--- src/rtl/arbitro_memoria_datos.sv ---
// Two-port arbiter/sequencer for the BIP data memory: one issue stage feeding the negedge RAM,
// one completion stage returning ack/rdata. Define MEMDAT_ARB_RR_EN for round-robin, else port 0 has priority.
module arbitro_memoria_datos #(
  parameter int RAM_WIDTH  = 16,
  parameter int ADDR_WIDTH = 10
) (
  input  logic                  i_clk,
  input  logic                  i_rst_n,
  input  logic                  i_req0,
  input  logic                  i_req1,
  input  logic                  i_we0,
  input  logic                  i_we1,
  input  logic [ADDR_WIDTH-1:0] i_addr0,
  input  logic [ADDR_WIDTH-1:0] i_addr1,
  input  logic [RAM_WIDTH-1:0]  i_wdata0,
  input  logic [RAM_WIDTH-1:0]  i_wdata1,
  output logic                  o_ack0,
  output logic                  o_ack1,
  output logic [RAM_WIDTH-1:0]  o_rdata0,
  output logic [RAM_WIDTH-1:0]  o_rdata1,
  output logic [ADDR_WIDTH-1:0] o_mem_addr,
  output logic [RAM_WIDTH-1:0]  o_mem_data,
  output logic                  o_mem_we,
  input  logic [RAM_WIDTH-1:0]  i_mem_data,
  output logic                  o_busy
);
  // Handshake: a requester holds req/we/addr/wdata stable until it samples ack = 1. ack is a
  // one-cycle pulse on the edge after issue; an in-flight port is masked, so a req still high
  // on its ack edge is not issued again.

  logic [1:0]            infl_q, infl_d;
  logic                  win_q, win_d;
  logic [1:0]            ack_q, ack_d;
  logic [RAM_WIDTH-1:0]  rdata0_q, rdata0_d;
  logic [RAM_WIDTH-1:0]  rdata1_q, rdata1_d;
  logic [ADDR_WIDTH-1:0] mem_addr_q, mem_addr_d;
  logic [RAM_WIDTH-1:0]  mem_data_q, mem_data_d;
  logic                  mem_we_q, mem_we_d;
  logic [1:0]            elig;
  logic                  sel;
`ifdef MEMDAT_ARB_RR_EN
  logic                  rr_q, rr_d;
`endif

  assign elig = {i_req1, i_req0} & ~infl_q;

  always_comb begin
`ifdef MEMDAT_ARB_RR_EN
    sel  = (elig == 2'b11) ? rr_q : elig[1];
    rr_d = (elig != 2'b00) ? ~sel : rr_q;
`else
    sel  = ~elig[0];
`endif
  end

  always_comb begin
    infl_d     = infl_q;
    win_d      = win_q;
    ack_d      = 2'b00;
    rdata0_d   = rdata0_q;
    rdata1_d   = rdata1_q;
    mem_addr_d = mem_addr_q;
    mem_data_d = mem_data_q;
    mem_we_d   = 1'b0;

    // Completion of the access issued on the previous edge.
    if (infl_q[win_q]) begin
      ack_d[win_q]  = 1'b1;
      infl_d[win_q] = 1'b0;
      if (!mem_we_q) begin
        if (win_q) rdata1_d = i_mem_data;
        else       rdata0_d = i_mem_data;
      end
    end

    if (elig != 2'b00) begin
      mem_addr_d   = sel ? i_addr1  : i_addr0;
      mem_data_d   = sel ? i_wdata1 : i_wdata0;
      mem_we_d     = sel ? i_we1    : i_we0;
      infl_d[sel]  = 1'b1;
      win_d        = sel;
    end
  end

  always_ff @(posedge i_clk or negedge i_rst_n) begin
    if (!i_rst_n) begin
      infl_q     <= 2'b00;
      win_q      <= 1'b0;
      ack_q      <= 2'b00;
      rdata0_q   <= '0;
      rdata1_q   <= '0;
      mem_addr_q <= '0;
      mem_data_q <= '0;
      mem_we_q   <= 1'b0;
`ifdef MEMDAT_ARB_RR_EN
      rr_q       <= 1'b0;
`endif
    end else begin
      infl_q     <= infl_d;
      win_q      <= win_d;
      ack_q      <= ack_d;
      rdata0_q   <= rdata0_d;
      rdata1_q   <= rdata1_d;
      mem_addr_q <= mem_addr_d;
      mem_data_q <= mem_data_d;
      mem_we_q   <= mem_we_d;
`ifdef MEMDAT_ARB_RR_EN
      rr_q       <= rr_d;
`endif
    end
  end

  assign o_ack0     = ack_q[0];
  assign o_ack1     = ack_q[1];
  assign o_rdata0   = rdata0_q;
  assign o_rdata1   = rdata1_q;
  assign o_mem_addr = mem_addr_q;
  assign o_mem_data = mem_data_q;
  assign o_mem_we   = mem_we_q;
  assign o_busy     = |infl_q;

endmodule

--- config.mk ---
export PLATFORM = sky130hd
export DESIGN_NAME = arbitro_memoria_datos
export DESIGN_NICKNAME = d
export VERILOG_FILES = /design/src/rtl/arbitro_memoria_datos.sv
export SDC_FILE = /design/constraint.sdc
export NUM_CORES = 1
export LEC_CHECK = 0
export BUFFER_PORTS_ARGS = -buffer_cell sky130_fd_sc_hd__buf_4
export CORE_MARGIN = 10
export CORE_UTILIZATION = 50
export DETAILED_ROUTE_END_ITERATION = 8
export PLACE_DENSITY_LB_ADDON = 0.08
export SLEW_MARGIN = 10
export SYNTH_ARGS = -nofsm -noshare
export SYNTH_HDL_FRONTEND = slang
export SYNTH_SLANG_ARGS = --single-unit
--- constraint.sdc ---
create_clock -name i_clk -period 3 [get_ports i_clk]
set_clock_uncertainty 0.05 [all_clocks]
set_input_delay 0.45 -clock i_clk [delete_from_list [all_inputs] [get_ports i_clk]]
set_output_delay 0.45 -clock i_clk [all_outputs]
set_load 0.01 [all_outputs]
==> key figures, run 1 <==
Synth
  • Seq cells post-synth: 64
  • Cell count after synthesis: 173
  • Register area share after synthesis: 55.7%
  • Yosys warns: 0
  • Netlist Area Pre-Place: 2870 sq um
  • Synth unique cells: 19
  • Synthesized Nets: 247
  • Synthesized area per cell: 16.6 sq um

GRT
  • Global route overflow: 0
  • Largest net degree at the start of global routing: 65
  • Number of global-route vias before repair: 2094
  • Gr usage total: 15.9%
  • First-pass GRT wire length: 11300 um
  • Initial antenna violation count: 0

Timing
  • Final Hold Fails: 0
  • Setup TNS: 0 ns
  • Final setup fails: 0
  • Actual slew at the worst max-slew pin: 0.802 ns
  • Tmin final: 1.89 ns
  • Max Freq: 530 MHz
  • Slew HR: 46.6%
  • Slew Viols, Final: 0
  • Hold WS: 0.148 ns
  • Unrepaired setup endpoints after global routing: false
  • Final Cycle Share: 62.9%

Place
  • Post-detail-place hpwl: 5570 um
  • Routability cong.: 0.701
  • Post-DP Area: 3910 sq um
  • PortBufs: 135

CTS
  • Clock Latency Late Sink: 0.33 ns
  • H-tree Lvls: 3
  • Num CTS Buffers: 9
  • Maximum clock path buffer count: 2
  • CTS tree: done
  • Clock Sinks: 64
  • Root buf cell: clkbuf_8
  • Cts-stage hold buffer count: 0
  • CTS resizes: 0
  • CTS clk-pin slew, worst paths: 0.07 ns
  • Post-CTS Setup Bufs: 0

Drt
  • DR DRC count: 0
  • Via-to-Cell Ratio: 4.97
  • DRT antenna net count: 0
  • DR pass1 iterations: 4
  • Final wirelength: 7210 um
  • Starting DRT DRC Count: 29
  • Vias: 1929
  • WL/cell: 18.6 um

Die
  • Total die area: 9180 sq um
  • Die height: 95.8 um
  • Core area: 5540 sq um
  • Num rows: 27
  • Starting Density: 51.9%
  • Io pins: 136
  • Die Wd: 95.8 um

Min path
  • Hold Crit Class: in -> async

Critical path
  • Worst-path maximum fanout: 28
  • Element type at the critical path end: flip-flop
  • Critical path class: reg -> reg
  • Startpoint types: flip-flop
  • CP arrival: 2.06 ns
  • Crit path required time: 3.17 ns

Power
  • Leak pwr: 2.09 nW
  • Worst vdd ir: 0.000524 V
  • Total power: 0.00446 W
  • PwrDens: 1080 nW/um^2

Layout
  • Diode count: 0
  • Final nets: 385
  • Finished Cell Area: 4140 sq um
  • Layout cells sized above 1: 75.0%
  • Most common cell after layout, fill and taps aside: buf_4
  • Area delta synth->final: 44.2%
  • Commonest non-fill, non-tap cells in the layout: buf_4, dfrtp_1, mux2_2

Status
  • Outcome: finished clean

Run
  • Max-Cap Viols: 0
## worst max-delay path, stage by stage, from the launching register on
cell      delay [ns]
dfrtp_1         0.42
nand2b_4        0.48
nand2_4         0.39
mux2_1          0.41
## layout make-up
class / instances / area, sq um
Inverter: 1 / 3.75
Timing Repair Buffer: 136 / 1020
Tap cell: 72 / 90.1
Multi-Input combinational cell: 99 / 1190
Clock inverter: 6 / 108
Clock buffer: 10 / 128
Fill cell: 394 / 1400
Sequential cell: 64 / 1600
## cell usage after synthesis
master | n | area [sq um]
mux2_4 | 38 | 571
buf_4 | 3 | 22.5
nand2_4 | 1 | 11.3
or2_2 | 1 | 6.26
nor2_1 | 1 | 3.75
nor2b_1 | 3 | 18.8
a21oi_1 | 1 | 5.00
a22o_1 | 1 | 8.76
mux2_2 | 45 | 507
and2_1 | 1 | 6.26
mux2_1 | 1 | 11.3
buf_6 | 4 | 45.0
nand2_1 | 2 | 7.51
nand2b_4 | 1 | 13.8
inv_1 | 1 | 3.75
buf_2 | 2 | 10.0
nand2b_1 | 2 | 12.5
a21o_1 | 1 | 7.51
dfrtp_1 | 64 | 1600
## stage by stage
stage / setup slack (ns) / utilization [%] / std cells
2_1_floorplan: 1.48 / - / 173
3_3_place_gp: 1.04 / 70.5 / 372
3_5_place_dp: 1.01 / 70.5 / 372
4_1_cts: 1.10 / 74.8 / 388
5_1_grt: 0.995 / 74.8 / 388
6_report: 1.11 / 74.8 / 388
## cells by family after synthesis
| kind of cell | count (synthesis) | synth area share [%] |
|---|---|---|
| buffers and inverters | 10 | 2.83 |
| DFF | 64 | 55.7 |
| AOI/OAI and AO/OA | 3 | 0.740 |
| muxes | 84 | 37.9 |
| and+or+nand+nor | 12 | 2.79 |
## state kept, by name, summed over array words and instances, names as in the netlist
signal      flops
o_rdata1       16
infl_q          2
o_rdata0       16
ack_q           2
o_mem_addr     10
win_q           1
o_mem_we        1
o_mem_data     16
## per-layer routing
layer / wire (um) / share of wire [%] / vias to the layer above / global-route usage, %
met1: 2710 / 38 / 947 / 17.4
met3: 801 / 11 / 9 / 7.78
met4: 71 / 0.98 / 0 / 5.90
met2: 3630 / 50 / 86 / 26.2
li1: - / - / 887 / -
met5: 0 / 0 / - / 0
## final timing paths
path,start,end,slack [ns],depth (start not counted)
hold reg to reg,o_mem_data[4],o_mem_data[4],0.44,1
max in group asynchronous,i_rst_n,o_mem_data[9],2.25,1
hold / removal,i_rst_n,o_rdata0[3],0.15,1
setup reg to reg,infl_q[0],o_mem_data[4],1.11,3
min in group i_clk,i_we1,o_mem_we,0.30,2
setup / recovery,infl_q[0],o_mem_data[4],1.11,3
## power by group
group	internal [W]	total, W	switching [W]	leakage (nW)
combinational	0.00123	0.00203	0.000798	1.22
sequential	0.00131	0.00156	0.000257	0.753
clock	0.000549	0.000871	0.000322	0.116
total	0.00309	0.00446	0.00138	2.09
Power figures use the tool's default switching activity.
==> inputs of run 2 (changes only) <==
--- a/config.mk
+++ b/config.mk
@@ -5,9 +5,10 @@
 export SDC_FILE = /design/constraint.sdc
 export NUM_CORES = 1
 export LEC_CHECK = 0
+export ABC_AREA = 1
 export BUFFER_PORTS_ARGS = -buffer_cell sky130_fd_sc_hd__buf_4
 export CORE_MARGIN = 10
-export CORE_UTILIZATION = 50
+export CORE_UTILIZATION = 42
 export DETAILED_ROUTE_END_ITERATION = 8
 export PLACE_DENSITY_LB_ADDON = 0.08
 export SLEW_MARGIN = 10
==> constraint.sdc (replaced) <==
create_clock -name i_clk -period 1.55 [get_ports i_clk]
set_clock_uncertainty 0.05 [all_clocks]
set_input_delay 0.2325 -clock i_clk [delete_from_list [all_inputs] [get_ports i_clk]]
set_output_delay 0.2325 -clock i_clk [all_outputs]
set_load 0.01 [all_outputs]
==> run 2 against run 1 <==
Wire length is 14% higher. Flip-flop and latch count stayed put. Utilization is 12 points lower. Critical path depth is 1 higher. Clock power is 100% higher. Register-to-register slack worse by 0.89 ns.
==> key figures, run 2 <==
Synth
  • Synth unique cells: 17
  • Seq cells post-synth: 64
  • Largest family of logic cells by synthesized area: simple AND/OR/NAND/NOR gates
  • Simple-gate share of the synthesized area: 25.2%
  • Synth Area in Adders: 0%
  • Top cell type by total area after synthesis: dfrtp_1
  • Yosys top cell area share: 54.7%
  • Top cells by area, synth: dfrtp_1, nand2_1, inv_1
  • Register area share after synthesis: 54.7%
  • Mux share of post-synthesis cell area: 0%
  • Synth Flop Type: dfrtp_1
  • Post-synth ARST share: 100%
  • Cell count after synthesis: 366
  • Netlist Area Pre-Place: 2930 sq um
  • Synthesized Nets: 440
  • Post-synthesis xor/xnor area fraction: 0%
  • Synthesized area per cell: 8.01 sq um
  • Yosys warns: 0
  • Number of synthesized flops with an enable pin: 0
  • Most common cell in the netlist: nand2_1
  • Synth Area in Compound Gates: 6.02%
  • Top cells by count, synth: nand2_1, inv_1, dfrtp_1

Power
  • Total power: 0.00446 W
  • Worst vdd ir: 0.000697 V
  • Leak pwr: 2.51 nW
  • PwrDens: 1040 nW/um^2

Drt
  • Starting DRT DRC Count: 78
  • DR DRC count: 0
  • Vias: 2695
  • Final wirelength: 8240 um
  • WL/cell: 13.7 um
  • DR pass1 iterations: 4
  • DRT antenna net count: 0
  • Via-to-Cell Ratio: 4.48

Critical path
  • Reg-to-reg startpoint: infl_q[0]
  • Crit path required time: 1.27 ns
  • Buf+Inv Stages, Crit Path: 3
  • R2r setup slk: 0.22 ns
  • CP max stage cell: dfrtp_1
  • CP arrival: 1.20 ns
  • Largest stage delay, worst path: 0.37 ns
  • Element type at the critical path end: output pin
  • Critical path class: reg -> out
  • Startpoint types: flip-flop
  • Cells along the critical path: inv_2, buf_12, nand2_1, buf_4
  • Cell family with most CP delay: buffers and inverters
  • Worst-path maximum fanout: 14
  • Crit path from: infl_q[0]

Status
  • Outcome: finished clean

Layout
  • Area delta synth->final: 46.6%
  • Most common cell after layout, fill and taps aside: buf_4
  • Commonest non-fill, non-tap cells in the layout: buf_4, nand2_1, inv_1
  • Fin util: 63.2%
  • Final nets: 575
  • Layout cells sized above 1: 32.8%
  • Diode count: 0

Timing
  • Final Hold Fails: 0
  • Final Cycle Share: 95.5%
  • Slew HR: 65.2%
  • Hold WS: 0.0662 ns
  • Final setup fails: 0
  • Tmin final: 1.48 ns
  • Max Freq: 676 MHz
  • Slew Viols, Final: 0
  • Actual slew at the worst max-slew pin: 0.520 ns

GRT
  • Global route overflow: 0
  • Initial antenna violation count: 0
  • Gr usage total: 15.3%
  • Largest net degree at the start of global routing: 33
  • Number of global-route vias before repair: 2742
  • First-pass GRT wire length: 13700 um

Min path
  • HP Start: i_we0
  • Hold Crit Class: in -> reg

Die
  • Die height: 104 um
  • Die Wd: 104 um
  • Io pins: 136
  • Num rows: 30
  • Starting Density: 43.1%
  • Total die area: 10700 sq um
  • Core area: 6790 sq um

Run
  • Max-Cap Viols: 0

CTS
  • CTS clk-pin slew, worst paths: 0.07 ns
  • H-tree Lvls: 3
  • Clock Latency Late Sink: 0.32 ns
  • Maximum clock path buffer count: 2
  • Root buf cell: clkbuf_8
  • Num CTS Buffers: 9
  • CTS tree: done
  • Clock Sinks: 64

Place
  • Routability cong.: 0.766
  • PortBufs: 135
  • Post-detail-place hpwl: 6270 um
==> run 2: cell types whose count changed after synthesis, sizes merged, moves of 3 or more <==
| cell | delta |
|---|---|
| nand3 | +53 |
| o21ai | +33 |
| mux2 | -84 |
| nand2 | +116 |
| buf | +9 |
| nand2b | -3 |
| nor2b | -3 |
| inv | +74 |
==> run 2: metal layers <==
layer  vias to the layer above  part of all wire, %  track usage (%)
met4                         0                  1.1             5.65
li1                       1377                    -                -
met2                        82                   50             25.3
met3                         6                  5.5             4.21
met5                         -                    0                0
met1                      1230                   44             18.5
==> run 2: area by class of cell <==
| class | instances | area (sq um) |
|---|---|---|
| multi-input combinational | 208 | 915 |
| inverter | 75 | 284 |
| sequential | 64 | 1600 |
| clock inverter | 5 | 104 |
| fill | 639 | 2500 |
| timing repair buffer | 143 | 1130 |
| tap | 96 | 120 |
| clock buffer | 11 | 141 |
==> run 2: kinds of logic (layout without fill, tap and decap cells) <==
logic type / after synthesis / after routing
buffers and inverters: 94 / 234
AND/OR/NAND/NOR: 173 / 173
flip-flops: 64 / 64
AO/OA/AOI/OAI: 35 / 35
==> run 2: path summary, 6_finish.rpt <==
path | end | cells after the start
worst max-delay path | o_busy | 4
min in group asynchronous | o_mem_data[9] | 2
worst min register to register | o_mem_addr[0] | 2
worst max register to register | o_rdata0[9] | 4
max in group asynchronous | o_mem_data[1] | 3
worst min-delay path | o_mem_we | 3
==> run 2: timing repair <==
item / 4_1_cts / 5_1_grt
setup endpoints to repair: 1 / 1
setup buffers: 0 / 0
hold endpoints to repair: 20 / 0
gates cloned: 0 / 1
pin swaps: 0 / 0
gates resized for setup: 1 / 2
hold buffers: 1 / 0
==> run 2: tightest hold or removal path, cell delays in order <==
cell	delay, ns
buf_4	0.08
nand2_1	0.04
nand2_1	0.06
==> run 2: per-stage QoR <==
step	cells	TNS, ns	setup WS, ns	instance area, sq um
3_3_place_gp	584	0	0.287	4000
5_1_grt	602	-0.0162	-0.0162	4300
6_report	602	0	0.0697	4300
3_5_place_dp	584	0	0.219	4000
2_1_floorplan	366	0	0.413	2930
4_1_cts	601	0	0.00112	4260
==> run 2: power breakdown <==
| group | internal, W | total [W] | leakage, nW | switching (W) |
|---|---|---|---|---|
| Sequential | 0.00183 | 0.00192 | 0.726 | 0.0000880 |
| Clock | 0.00111 | 0.00174 | 0.124 | 0.000627 |
| Combinational | 0.000414 | 0.000799 | 1.66 | 0.000385 |
| Total | 0.00336 | 0.00446 | 2.51 | 0.00110 |
==> inputs of run 3 (changes only) <==
--- a/config.mk
+++ b/config.mk
@@ -6,7 +6,7 @@
 export NUM_CORES = 1
 export LEC_CHECK = 0
 export ABC_AREA = 1
-export BUFFER_PORTS_ARGS = -buffer_cell sky130_fd_sc_hd__buf_4
+export BUFFER_PORTS_ARGS = -buffer_cell sky130_fd_sc_hd__buf_2
 export CORE_MARGIN = 10
 export CORE_UTILIZATION = 42
 export DETAILED_ROUTE_END_ITERATION = 8
==> run 3 against run 2 <==
Fmax is 1.5% higher. Via count is 1.1% lower. Clock power hardly changed. Design area is 7.4% lower. Flip-flop and latch count stayed put. Non-clock buffer count stayed put. Worst setup slack better by 0.022 ns. Wire length is 3.3% lower. Sequential share of layout area is 3.0 points higher. Clock-buffer cell count is 2 lower. Die area stayed put. Utilization is 4.7 points lower. Critical path type unchanged. Critical endpoint unchanged. Highest routed layer unchanged.
==> key figures, run 3 (synthesized netlist as in run 2, its figures left out) <==
Status
  • Outcome: finished clean

Place
  • Pre-CTS WS: 0.212 ns
  • Post-detail-place hpwl: 5990 um
  • Routability cong.: 0.730
  • PortBufs: 135

Die
  • Num rows: 30
  • Core area: 6790 sq um
  • Die Wd: 104 um
  • Io pins: 136
  • Die height: 104 um
  • Starting Density: 43.1%
  • Total die area: 10700 sq um

CTS
  • Clock Sinks: 64
  • Num CTS Buffers: 9
  • Maximum clock path buffer count: 2
  • Clock Latency Late Sink: 0.33 ns
  • CTS clk-pin slew, worst paths: 0.08 ns
  • Root buf cell: clkbuf_8
  • H-tree Lvls: 3
  • Post-CTS Setup Bufs: 0
  • CTS tree: done

Drt
  • Starting DRT DRC Count: 87
  • DRT antenna net count: 0
  • Vias: 2665
  • WL/cell: 13.2 um
  • Final wirelength: 7970 um
  • DR pass1 iterations: 4
  • Via-to-Cell Ratio: 4.43
  • DR DRC count: 0

Layout
  • Commonest non-fill, non-tap cells in the layout: buf_2, nand2_1, inv_1
  • Most common cell after layout, fill and taps aside: buf_2
  • Final nets: 575
  • Fillers: 673
  • Register Area: 1600 sq um
  • Multi-input gate area: 915 sq um
  • Area delta synth->final: 35.7%
  • Layout cells sized above 1: 33.0%
  • Diode count: 0

Critical path
  • Largest stage delay, worst path: 0.40 ns
  • Reg2Reg Depth: 3
  • Critical path capture point: o_busy
  • Element type at the critical path end: output pin
  • Worst-path maximum fanout: 14
  • R2r setup slk: 0.23 ns
  • Startpoint types: flip-flop
  • CP max stage cell: dfrtp_1
  • Crit path from: infl_q[0]
  • Critical path class: reg -> out
  • Reg-to-reg endpoint: o_rdata0[12]
  • Crit path required time: 1.27 ns
  • Cells along the critical path: inv_4, buf_12, nand2_1, buf_2
  • CP arrival: 1.18 ns
  • Reg-to-reg startpoint: win_q

GRT
  • Gr usage total: 14.7%
  • Largest net degree at the start of global routing: 33
  • Initial antenna violation count: 0
  • First-pass GRT wire length: 13300 um
  • Number of global-route vias before repair: 2769
  • Global route overflow: 0

Timing
  • Slew Viols, Final: 0
  • Tmin final: 1.46 ns
  • Final Hold Fails: 0
  • Unrepaired setup endpoints after global routing: false
  • Actual slew at the worst max-slew pin: 0.523 ns
  • Final setup fails: 0
  • Max Freq: 686 MHz
  • Setup TNS: 0 ns
  • Slew HR: 65.0%
  • Hold WS: 0.0572 ns
  • Final worst slack: 0.0915 ns
  • Final Cycle Share: 94.1%

Power
  • Leak pwr: 2.40 nW
  • PwrDens: 1090 nW/um^2
  • Total power: 0.00435 W
  • Worst vdd ir: 0.000405 V

Min path
  • Hold Crit Class: in -> reg

Run
  • Max-Cap Viols: 0
[run 3: cell type report]
cell class	count	area share (%)
clock inverters	7	3.15
clock buffers	9	3.11
inverters	75	7.20
flip-flops and latches	64	40.3
repair buffers	143	20.3
multi-input cells	208	23.0
well taps	96	3.02
[run 3: how the worst min path moves through the flow]
stage / startpoint / to / slack (ns) / depth (start not counted)
4_1_cts: i_we0 / o_mem_we / 0.05 / 3
6_report: i_we0 / o_mem_we / 0.06 / 3
3_3_place_gp: i_rst_n / o_mem_data[11] / 0.18 / 1
2_1_floorplan: i_rst_n / ack_q[0] / -0.11 / 0
3_5_place_dp: i_rst_n / o_mem_data[9] / 0.17 / 1
5_1_grt: i_we0 / o_mem_we / 0.06 / 3
[run 3: critical path: cells and delay by family, from the launching register on]
family                 cells  cell delay [ns]
flip-flops                 1             0.40
buffers and inverters      3             0.40
AND/OR/NAND/NOR            1             0.06
[run 3: per-stage QoR]
| step | cells | util, % | area [sq um] |
|---|---|---|---|
| floorplan | 366 | - | 2930 |
| global placement | 584 | 54.1 | 3680 |
| detailed placement | 584 | 54.1 | 3680 |
| CTS | 601 | 58.1 | 3950 |
| global route | 602 | 58.5 | 3980 |
| finish | 602 | 58.5 | 3980 |
[run 3: per-layer routing]
metal | up-vias | GRT usage [%] | routed length, um
li1 | 1374 | - | -
met1 | 1200 | 18.2 | 3590
met2 | 82 | 23.9 | 3820
met3 | 9 | 4.03 | 452
met4 | 0 | 5.04 | 112
met5 | - | 0 | 0
[run 3: where the power goes]
group / switching, W / internal (W)
sequential: 0.0000817 / 0.00183
combinational: 0.000382 / 0.000283
clock: 0.000686 / 0.00109
total: 0.00115 / 0.00320
[run 3: timing repair]
item | 4_1_cts | 5_1_grt
cloned | 0 | 1
gates resized for setup | 2 | 2
endpoints found under the setup margin | 1 | 1
endpoints found under the hold margin | 18 | 0
hold buffers | 1 | 0
